`config.mk`:
```
export PLATFORM = sky130hd
export DESIGN_NAME = fc_argmax_scorer
export DESIGN_NICKNAME = d
export VERILOG_FILES = /design/src/rtl/cnn_pkg.sv /design/src/rtl/argmax_acc.sv /design/src/rtl/fc_argmax_scorer.sv
export SDC_FILE = /design/constraint.sdc
export NUM_CORES = 1
export LEC_CHECK = 0
export CAP_MARGIN = 10
export CORE_AREA = 8 8 97 121
export DETAILED_ROUTE_END_ITERATION = 6
export DIE_AREA = 0 0 105 129
export DONT_BUFFER_PORTS = 1
export GPL_TIMING_DRIVEN = 0
export PLACE_DENSITY = 0.76
export REMOVE_ABC_BUFFERS = 1
export SLEW_MARGIN = 10
export SYNTH_ARGS = -nofsm -noshare
export SYNTH_HDL_FRONTEND = slang
export SYNTH_HIERARCHICAL = 1
export SYNTH_SLANG_ARGS = --single-unit
export TNS_END_PERCENT = 10
```
`constraint.sdc`:
```
create_clock -name clk -period 3.3 [get_ports clk]
set_input_delay 0.495 -clock clk [delete_from_list [all_inputs] [get_ports clk]]
set_output_delay 0.495 -clock clk [all_outputs]
set_load 0.02 [all_outputs]
```
`src/rtl/cnn_pkg.sv`:
```
// cnn_pkg: shared CNN constants (class count, image pixels, score width) and scorer state enum
package cnn_pkg;
  localparam int NUM_CLASS = 10;
  localparam int IMG_PIX = 784;
  localparam int DATA_W = 32;
  typedef enum logic [2:0] {IDLE, READ, DRAIN, EMIT, FIN} scorer_state_t;
endpackage

```
`src/rtl/argmax_acc.sv`:
```
// argmax_acc: running signed max/index; first loads unconditionally, later only strictly greater (ports: clk reset in_valid first idx score -> max_idx max_score)
module argmax_acc #(
  parameter int DATA_W = 32,
  parameter int CLS_W = 4
) (
  input  logic                     clk,
  input  logic                     reset,
  input  logic                     in_valid,
  input  logic                     first,
  input  logic [CLS_W-1:0]         idx,
  input  logic signed [DATA_W-1:0] score,
  output logic [CLS_W-1:0]         max_idx,
  output logic signed [DATA_W-1:0] max_score
);
  always_ff @(posedge clk) begin
    if (reset) begin
      max_idx <= '0;
      max_score <= '0;
    end else if (in_valid && (first || score > max_score)) begin
      max_idx <= idx;
      max_score <= score;
    end
  end
endmodule

```
`src/rtl/fc_argmax_scorer.sv`:
```
// fc_argmax_scorer: per-image argmax over FC scores vs label memory (ports: clk reset start -> busy done; fc/lbl read ports; pred valid/ready stream; correct_cnt)
module fc_argmax_scorer
  import cnn_pkg::*;
#(
  parameter int IMG_NUM = 250,
  parameter int NUM_CLASS = cnn_pkg::NUM_CLASS,
  parameter int DATA_W = cnn_pkg::DATA_W,
  parameter int RD_LAT = 1,
  parameter int OUT_BW = $clog2(IMG_NUM * NUM_CLASS),
  parameter int IMG_W = $clog2(IMG_NUM),
  parameter int CLS_W = $clog2(NUM_CLASS)
) (
  input  logic                     clk,
  input  logic                     reset,
  input  logic                     start,
  output logic                     busy,
  output logic                     done,
  output logic                     fc_rd_en,
  output logic [OUT_BW-1:0]        fc_rd_addr,
  input  logic signed [DATA_W-1:0] fc_rd_data,
  output logic                     lbl_rd_en,
  output logic [IMG_W-1:0]         lbl_rd_addr,
  input  logic [CLS_W-1:0]         lbl_rd_data,
  output logic                     pred_valid,
  input  logic                     pred_ready,
  output logic [IMG_W-1:0]         pred_img,
  output logic [CLS_W-1:0]         pred_class,
  output logic signed [DATA_W-1:0] pred_score,
  output logic                     pred_hit,
  output logic [IMG_W:0]           correct_cnt
);
  localparam int D_W = RD_LAT > 1 ? $clog2(RD_LAT) : 1;
  scorer_state_t state;
  logic [CLS_W-1:0] k;
  logic [IMG_W-1:0] img;
  logic [OUT_BW-1:0] base;
  logic [D_W-1:0] dcnt;
  logic [CLS_W-1:0] lbl_q;
  logic [CLS_W:0] dl [RD_LAT];
  logic tag_valid;
  logic [CLS_W-1:0] tag_k;
  assign tag_valid = dl[RD_LAT-1][CLS_W];
  assign tag_k = dl[RD_LAT-1][CLS_W-1:0];
  assign pred_img = img;
  assign pred_hit = pred_valid && (pred_class == lbl_q);
  argmax_acc #(.DATA_W(DATA_W), .CLS_W(CLS_W)) u_acc (
    .clk(clk),
    .reset(reset),
    .in_valid(tag_valid),
    .first(tag_k == '0),
    .idx(tag_k),
    .score(fc_rd_data),
    .max_idx(pred_class),
    .max_score(pred_score)
  );
  always_ff @(posedge clk) begin
    if (reset) begin
      for (int i = 0; i < RD_LAT; i++) dl[i] <= '0;
    end else begin
      dl[0] <= {fc_rd_en, k};
      for (int i = 1; i < RD_LAT; i++) dl[i] <= dl[i-1];
    end
  end
  always_ff @(posedge clk) begin
    if (reset) begin
      state <= IDLE;
      k <= '0;
      img <= '0;
      base <= '0;
      dcnt <= '0;
      lbl_q <= '0;
      busy <= 1'b0;
      done <= 1'b0;
      fc_rd_en <= 1'b0;
      fc_rd_addr <= '0;
      lbl_rd_en <= 1'b0;
      lbl_rd_addr <= '0;
      pred_valid <= 1'b0;
      correct_cnt <= '0;
    end else begin
      done <= 1'b0;
      lbl_rd_en <= 1'b0;
      if (tag_valid && tag_k == '0) lbl_q <= lbl_rd_data;
      case (state)
        IDLE: if (start) begin
          state <= READ;
          busy <= 1'b1;
          img <= '0;
          base <= '0;
          k <= '0;
          correct_cnt <= '0;
          fc_rd_en <= 1'b1;
          fc_rd_addr <= '0;
          lbl_rd_en <= 1'b1;
          lbl_rd_addr <= '0;
        end
        READ: if (k == CLS_W'(NUM_CLASS - 1)) begin
          state <= DRAIN;
          fc_rd_en <= 1'b0;
          dcnt <= '0;
        end else begin
          k <= k + 1'b1;
          fc_rd_addr <= fc_rd_addr + 1'b1;
        end
        DRAIN: if (dcnt == D_W'(RD_LAT - 1)) begin
          state <= EMIT;
          pred_valid <= 1'b1;
        end else begin
          dcnt <= dcnt + 1'b1;
        end
        EMIT: if (pred_ready) begin
          pred_valid <= 1'b0;
          correct_cnt <= correct_cnt + (IMG_W+1)'(pred_hit);
          if (img == IMG_W'(IMG_NUM - 1)) begin
            state <= FIN;
            busy <= 1'b0;
            done <= 1'b1;
          end else begin
            state <= READ;
            img <= img + 1'b1;
            base <= base + OUT_BW'(NUM_CLASS);
            k <= '0;
            fc_rd_en <= 1'b1;
            fc_rd_addr <= base + OUT_BW'(NUM_CLASS);
            lbl_rd_en <= 1'b1;
            lbl_rd_addr <= img + 1'b1;
          end
        end
        FIN: state <= IDLE;
        default: state <= IDLE;
      endcase
    end
  end
endmodule

```
After elaboration in Yosys (flattened, before gate mapping)
Memories as Yosys holds them, arrays and structs flattened.
Cells that the tools add are included.
- bits in registers: 94
- RAM bits: 5
- bits of input ports: 40
- output and inout port bits: 79
- word-level logic and storage cells: 105
- memories kept: 1
- memories (name ; words ; width ; rd ports ; clocked after memory_dff ; write ports ; line ; RTL):
    dl ; 1 ; 5 ; 1 ; 0 ; 1 ; fc_argmax_scorer.sv:39 ; logic [CLS_W:0] dl [RD_LAT];
- $add $sub $neg: 6
- $lt $le $gt $ge: 1
- equality and inequality tests: 13
- mux-type cells: 47
- bitwise operators: 2
- reduce and logical (&&, ||, !) cells: 20
- operator list (cell ; number):
    $mux W12 ; 4
    $pmux W12 S3 ; 1
    $gt A32 B32 Y1 ; 1
    $mux W8 ; 3
    $pmux W12 S2 ; 1
    $mux W9 ; 2
    $pmux W9 S2 ; 1
    $mux W1 ; 17
    $mux W4 ; 4
    $pmux W8 S2 ; 1
    $mux W3 ; 5
    $ne A2 B2 Y1 const B ; 7
    $add A12 B1 Y12 const B ; 1
    $add A12 B4 Y12 const B ; 1
    $pmux W3 S4 ; 1
    $pmux W4 S3 ; 1
    $reduce_and A4 Y1 ; 3
    $reduce_and A5 Y1 ; 2
    $add A9 B1 Y9 ; 1
    $add A8 B1 Y8 const B ; 1
    $eq A8 B8 Y1 const B ; 1
    $pmux W1 S2 ; 4
    $eq A3 B2 Y1 const B ; 2
    $reduce_and A3 Y1 ; 2
    17 further kinds ; 22

Depth between registers and ports, before layout
- word-level depth: 5
- gate-level depth with buffers: 10

Hierarchy
The synthesis kept the hierarchy.
- modules (own cells, without submodules) (module ; times used ; cells an instance ; area an instance (µm²) ; seq. area each (µm²)):
    fc_argmax_scorer ; 1 ; 371 ; 3103.0 ; 1221.2
    argmax_acc ; 1 ; 277 ; 2548.7 ; 720.7

Worst setup path after synthesis
No wires, ideal clock.
- path type: flip-flop to flip-flop
- start: register u_acc.max_idx[1]
- end: register correct_cnt[7]
- arrival: 2478 ps
- data required time: 3230 ps
- setup slack: 752 ps
- stages on the path, launching flop included: 9
- buffers on the path: 0
- period minus slack after synthesis: 2548 ps
- cell sequence: dfxtp_1 xnor2_1 nand2_1 nor4_1 ha_1 and2_1 nand2_1 or4_1 a21oi_1
- longest elaborated chain between the ends: 5
- RTL lines (element ; line ; RTL):
    start: declaration ; argmax_acc.sv:12 ; output logic [CLS_W-1:0] max_idx,
    start signal: assignment ; argmax_acc.sv:20 ; max_idx <= idx;
    $eq A4 B4 Y1 ; fc_argmax_scorer.sv:45 ; assign pred_hit = pred_valid && (pred_class == lbl_q);
    $logic_and A1 B1 Y1 ; fc_argmax_scorer.sv:45 ;
    via pred_hit ; fc_argmax_scorer.sv:29 ; output logic pred_hit,
    $add A9 B1 Y9 ; fc_argmax_scorer.sv:113 ; correct_cnt <= correct_cnt + (IMG_W+1)'(pred_hit);
    $mux W9 ; fc_argmax_scorer.sv:111 ; EMIT: if (pred_ready) begin
    $pmux W9 S2 ; fc_argmax_scorer.sv:84 ; case (state)
    end signal: assignment ; fc_argmax_scorer.sv:113 ;
    end: declaration ; fc_argmax_scorer.sv:30 ; output logic [IMG_W:0] correct_cnt
The timed path passes the listed nets, and every way through them passes these cells. The select of a mux whose other input is x is not followed.
A chain may end at the register's enable or synchronous reset.

Worst setup path in the final report
- start: register u_acc.max_score[14]
- end: register u_acc.max_score[17]
- longest elaborated chain between the ends: 3
- RTL lines (element ; line ; RTL):
    start: declaration ; argmax_acc.sv:13 ; output logic signed [DATA_W-1:0] max_score
    start signal: assignment ; argmax_acc.sv:21 ; max_score <= score;
    $gt A32 B32 Y1 ; argmax_acc.sv:19 ; end else if (in_valid && (first || score > max_score)) begin
    $logic_or A1 B1 Y1 ; argmax_acc.sv:19 ;
    $logic_and A1 B1 Y1 ; argmax_acc.sv:19 ;
No other way between the ends.

==> results by stage <==
Clocking:
- The clock tree from TritonCTS is done.
- The clock passes through at most 2 buffers.
- For the worst-skew pair, the clock arrives at the later sink with an insertion delay of 0.34 ns.
- The root buffer cell is clkbuf_16.
- The clock net in this run drives a total of 97 sinks.
- After clock tree synthesis, the clock-pin slew on the worst setup and hold paths is 0.07 ns.
- CTS built an H-tree with a depth of 3.
- The number of clock buffers inserted by TritonCTS is 9.

Setup path:
- The endpoint arrival time on the critical path is 3.25 ns.
- The cell repeated most along the worst path is buf_8.
- The critical path startpoint category is a register.
- The critical path goes through inv_1, ha_1, nand4_2, or4_4, o211ai_2, o21ba_1, a211oi_4, buf_8, buf_8, mux2i_1.
- The critical path contains buffers and inverters numbering 3 combined.
- The cell family with the largest share of critical-path delay is simple AND/OR/NAND/NOR gates.
- By startpoint and endpoint, the worst setup path is classified as reg2reg.
- The cell type of the slowest stage on the worst timing path is or4_4.
- The nature of the critical path endpoint is a register.
- On the worst path, the slowest cell contributes a delay of 0.59 ns.
- At the worst endpoint, the required time is 3.55 ns.
- The worst-path maximum fanout is 9.

Worst hold path:
- The worst min-delay path class is in2reg.

STA:
- The worst setup slack after layout is 0.304 ns.
- The final count of pins violating max slew is 0.
- The maximum achievable frequency is 334 MHz.
- For the pin with the worst max-slew slack, the measured transition is 1.26 ns.
- The final count of hold timing violations was 0.
- The total setup violations reported at the end of the flow is 0.
- The shortest clock period the worst path allows after layout is 3.00 ns.
- The max-slew headroom at the worst pin is 15.3%.
- The ratio of final minimum period to clock period is 90.8%.
- Adding up every negative setup slack in the final design gives 0 ns.
- Across the routed clock network, the largest skew measured is 0.00784 ns.
- Setup repair after global routing left no endpoint under its margin.

Flow run:
- Across the run, the number of max-cap violations was 0.

Power:
- The power per unit of standard cell area is 437 nW/um^2.
- For this design the total switching power over the nets is 709 uW.
- The analysis attributes to cell leakage a power of 2.35 nW.
- The clock network is responsible for 39.2% of the overall power.
- VDD sags by at most 0.240 mV.
- The sequential group share of total power is 49.6%.
- The share of total power dissipated in combinational logic is 11.2%.
- The switching share of total power is 27.3%.
- The internal power component is 1.89 mW.

Die:
- The effective utilization at floorplan is 57.4%.
- The die covers 13500 sq um.
- The die boundary width is 105 um.
- The placeable core area is 9850 sq um.
- The standard-cell row count is 41.
- In this run the count of I/O pins placed on the die edge is 119.
- The floorplan step set the die height to 129 um.

GRT:
- The largest net degree at the start of global routing is 115.
- The wire length of the first global-routing pass is 20.7 mm.
- The all-layer global routing usage is 18.4%.
- The final global-route overflow total is 0.
- The number of antenna violations at the first check in global routing was 0.
- The number of global-route vias before repair is 4372.

Logic synthesis:
- Each instance of the synthesized netlist takes up on average 8.72 sq um.
- The number of warnings printed during yosys synthesis is 6.
- dfxtp_1 takes more of the synthesized area than any other cell.
- The most common cell in the netlist is dfxtp_1.
- By count the netlist is led by dfxtp_1, a21oi_1, nand2b_1, nor2_1, nand2_1.
- The count of different cell masters after synthesis is 67.
- For this run, asynchronously set or reset flops after synthesis account for 0%.
- Synthesis produced a netlist whose cell count is 648.
- The share of synthesized area in the top cell type comes to 34.4%.
- The count of flip-flops with a built-in enable after synthesis is 0.
- Sorting the synthesized cells by area gives the leading types as dfxtp_1, ha_1, mux2i_1, nand2b_1, a21oi_1.
- The flop and latch count out of synthesis is 97.
- Summing every instance area after synthesis gives 5650 sq um.
- Among all flip-flop cells after synthesis, the most frequent one is dfxtp_1.
- Sequential cells were found to cover 34.4% of the synthesized design area.

Routing:
- In the detailed route, the total length drawn on met2 is 6.31 mm.
- Wires add up to 12.5 mm.
- The via count is 4434.
- The sum of routed wire segments on met1 is 4.86 mm.
- The final routed DRC violation total is 0.
- The length of routed met3 wiring is 1.10 mm.
- The count of routing violations after the opening detailed-route iteration is 147.
- The detailed-route vias per instance is 5.80.
- Signal routing reaches up to met4.
- In the final routed layout, each cell accounts on average for 16.4 um.
- The first detailed-routing pass took 6 iterations.
- The count of nets left with antenna violations after detail routing is 0.

Run status:
- The flow ran to the end, and the final reports show no timing, DRC or antenna violations.

Finish:
- Measured on the finished design, the core utilization comes to 60.4%.
- The number of fillers in the final layout is 871.
- The final layout contains 711 nets.
- The area growth from synthesis to layout is 5.18%.
- The number of antenna diodes in the final layout is 0.
- In the final layout, the share of cells above drive strength 1 is 6.92%.

Placed design:
- OpenSTA, run right after detailed placement, puts the worst setup slack at 0.0519 ns.
- The HPWL after detailed placement is 9.36 mm.
- Routability-driven placement finished with a final weighted congestion of 0.904.
- Buffers placed on the I/O ports in this run total 0.
-- timing repair --
action,CTS,global route
resized for setup,0,0
endpoints found under the hold margin,0,0
setup endpoints to repair,0,9
hold buffers,0,0
setup buffers,0,4
-- sequential cells by signal, indices dropped and copies added, names as in the netlist --
name,count
lbl_rd_en,1
u_acc/max_idx,4
k,4
done,1
pred_img,8
correct_cnt,9
pred_valid,1
base,11
u_acc/max_score,32
fc_rd_en,1
busy,1
fc_rd_addr,12
dl,5
state,3
lbl_q,4
-- cell type report --
type | instances | area, sq um | area share (%)
clock inverters | 6 | 50.0 | 0.842
inverters | 41 | 154 | 2.59
well taps | 129 | 161 | 2.72
clock buffers | 10 | 239 | 4.02
multi-input cells | 475 | 3320 | 55.9
flip-flops and latches | 97 | 1940 | 32.7
repair buffers | 7 | 75.1 | 1.26
-- per-layer routing --
layer	global-route usage [%]	vias to the layer above
met5	0	-
met4	8.67	0
met3	6.75	20
met2	33.6	134
met1	18.1	2072
li1	-	2208
-- kinds of logic (layout without fill, tap and decap cells) --
family / Yosys count / in the layout / share of synthesized area [%]
adders and majority gates: 40 / 40 / 8.86
xor gates and xnor gates: 23 / 23 / 3.56
DFF: 97 / 97 / 34.4
AOI/OAI and AO/OA: 116 / 116 / 13.2
buffers and inverters: 76 / 64 / 6.97
muxes: 38 / 38 / 6.73
and+or+nand+nor: 258 / 258 / 26.4
-- worst paths after layout --
path                                          start                   to  slack, ns  cells after the start
worst max-delay path            u_acc/max_score[14]  u_acc/max_score[17]       0.30                     10
worst min-delay path                          reset                 busy       0.22                      1
worst max register to register  u_acc/max_score[14]  u_acc/max_score[17]       0.30                     10
worst min register to register             lbl_q[2]             lbl_q[2]       0.47                      2
-- power by group through the flow --
stage	sequential, mW	combinational (mW)	clock (mW)
2_1_floorplan	1.30	0.228	0
3_3_place_gp	1.32	0.267	0
6_report	1.29	0.291	1.02
4_1_cts	1.29	0.286	1.05
5_1_grt	1.30	0.328	1.09
3_5_place_dp	1.32	0.284	0
-- stage by stage --
step | hold slack, ns | instances | total power, mW | cell area, sq um
after floorplan | 0.442 | 613 | 1.53 | 5410
after global placement | 0.447 | 742 | 1.58 | 5570
after detailed placement | 0.457 | 745 | 1.60 | 5630
after CTS | 0.207 | 761 | 2.62 | 5910
after global routing | 0.209 | 765 | 2.71 | 5940
final | 0.224 | 765 | 2.60 | 5940
-- cells in the final DEF, fill, tap and decap left out, types with 3 or more instances in the layout --
| master | instances |
|---|---|
| a21oi_1 | 49 |
| a31oi_1 | 3 |
| xnor2_1 | 7 |
| nand2_2 | 3 |
| nand3b_1 | 5 |
| nor3_1 | 10 |
| inv_6 | 3 |
| buf_4 | 4 |
| dfxtp_1 | 97 |
| nor2_1 | 44 |
| nor2b_1 | 7 |
| a211oi_1 | 4 |
| nand3_1 | 20 |
| o21ai_0 | 23 |
| buf_8 | 3 |
| xor2_1 | 16 |
| nand2_1 | 42 |
| mux2i_1 | 38 |
| o21ai_1 | 7 |
| and3_1 | 5 |
| and2_1 | 5 |
| nand2b_1 | 46 |
| or3_1 | 7 |
| a311oi_1 | 4 |
| ha_1 | 40 |
| inv_1 | 41 |
| nand4_1 | 15 |
| clkbuf_16 | 9 |
| nor4_1 | 3 |
| or2b_1 | 28 |
Power figures use the tool's default switching activity.
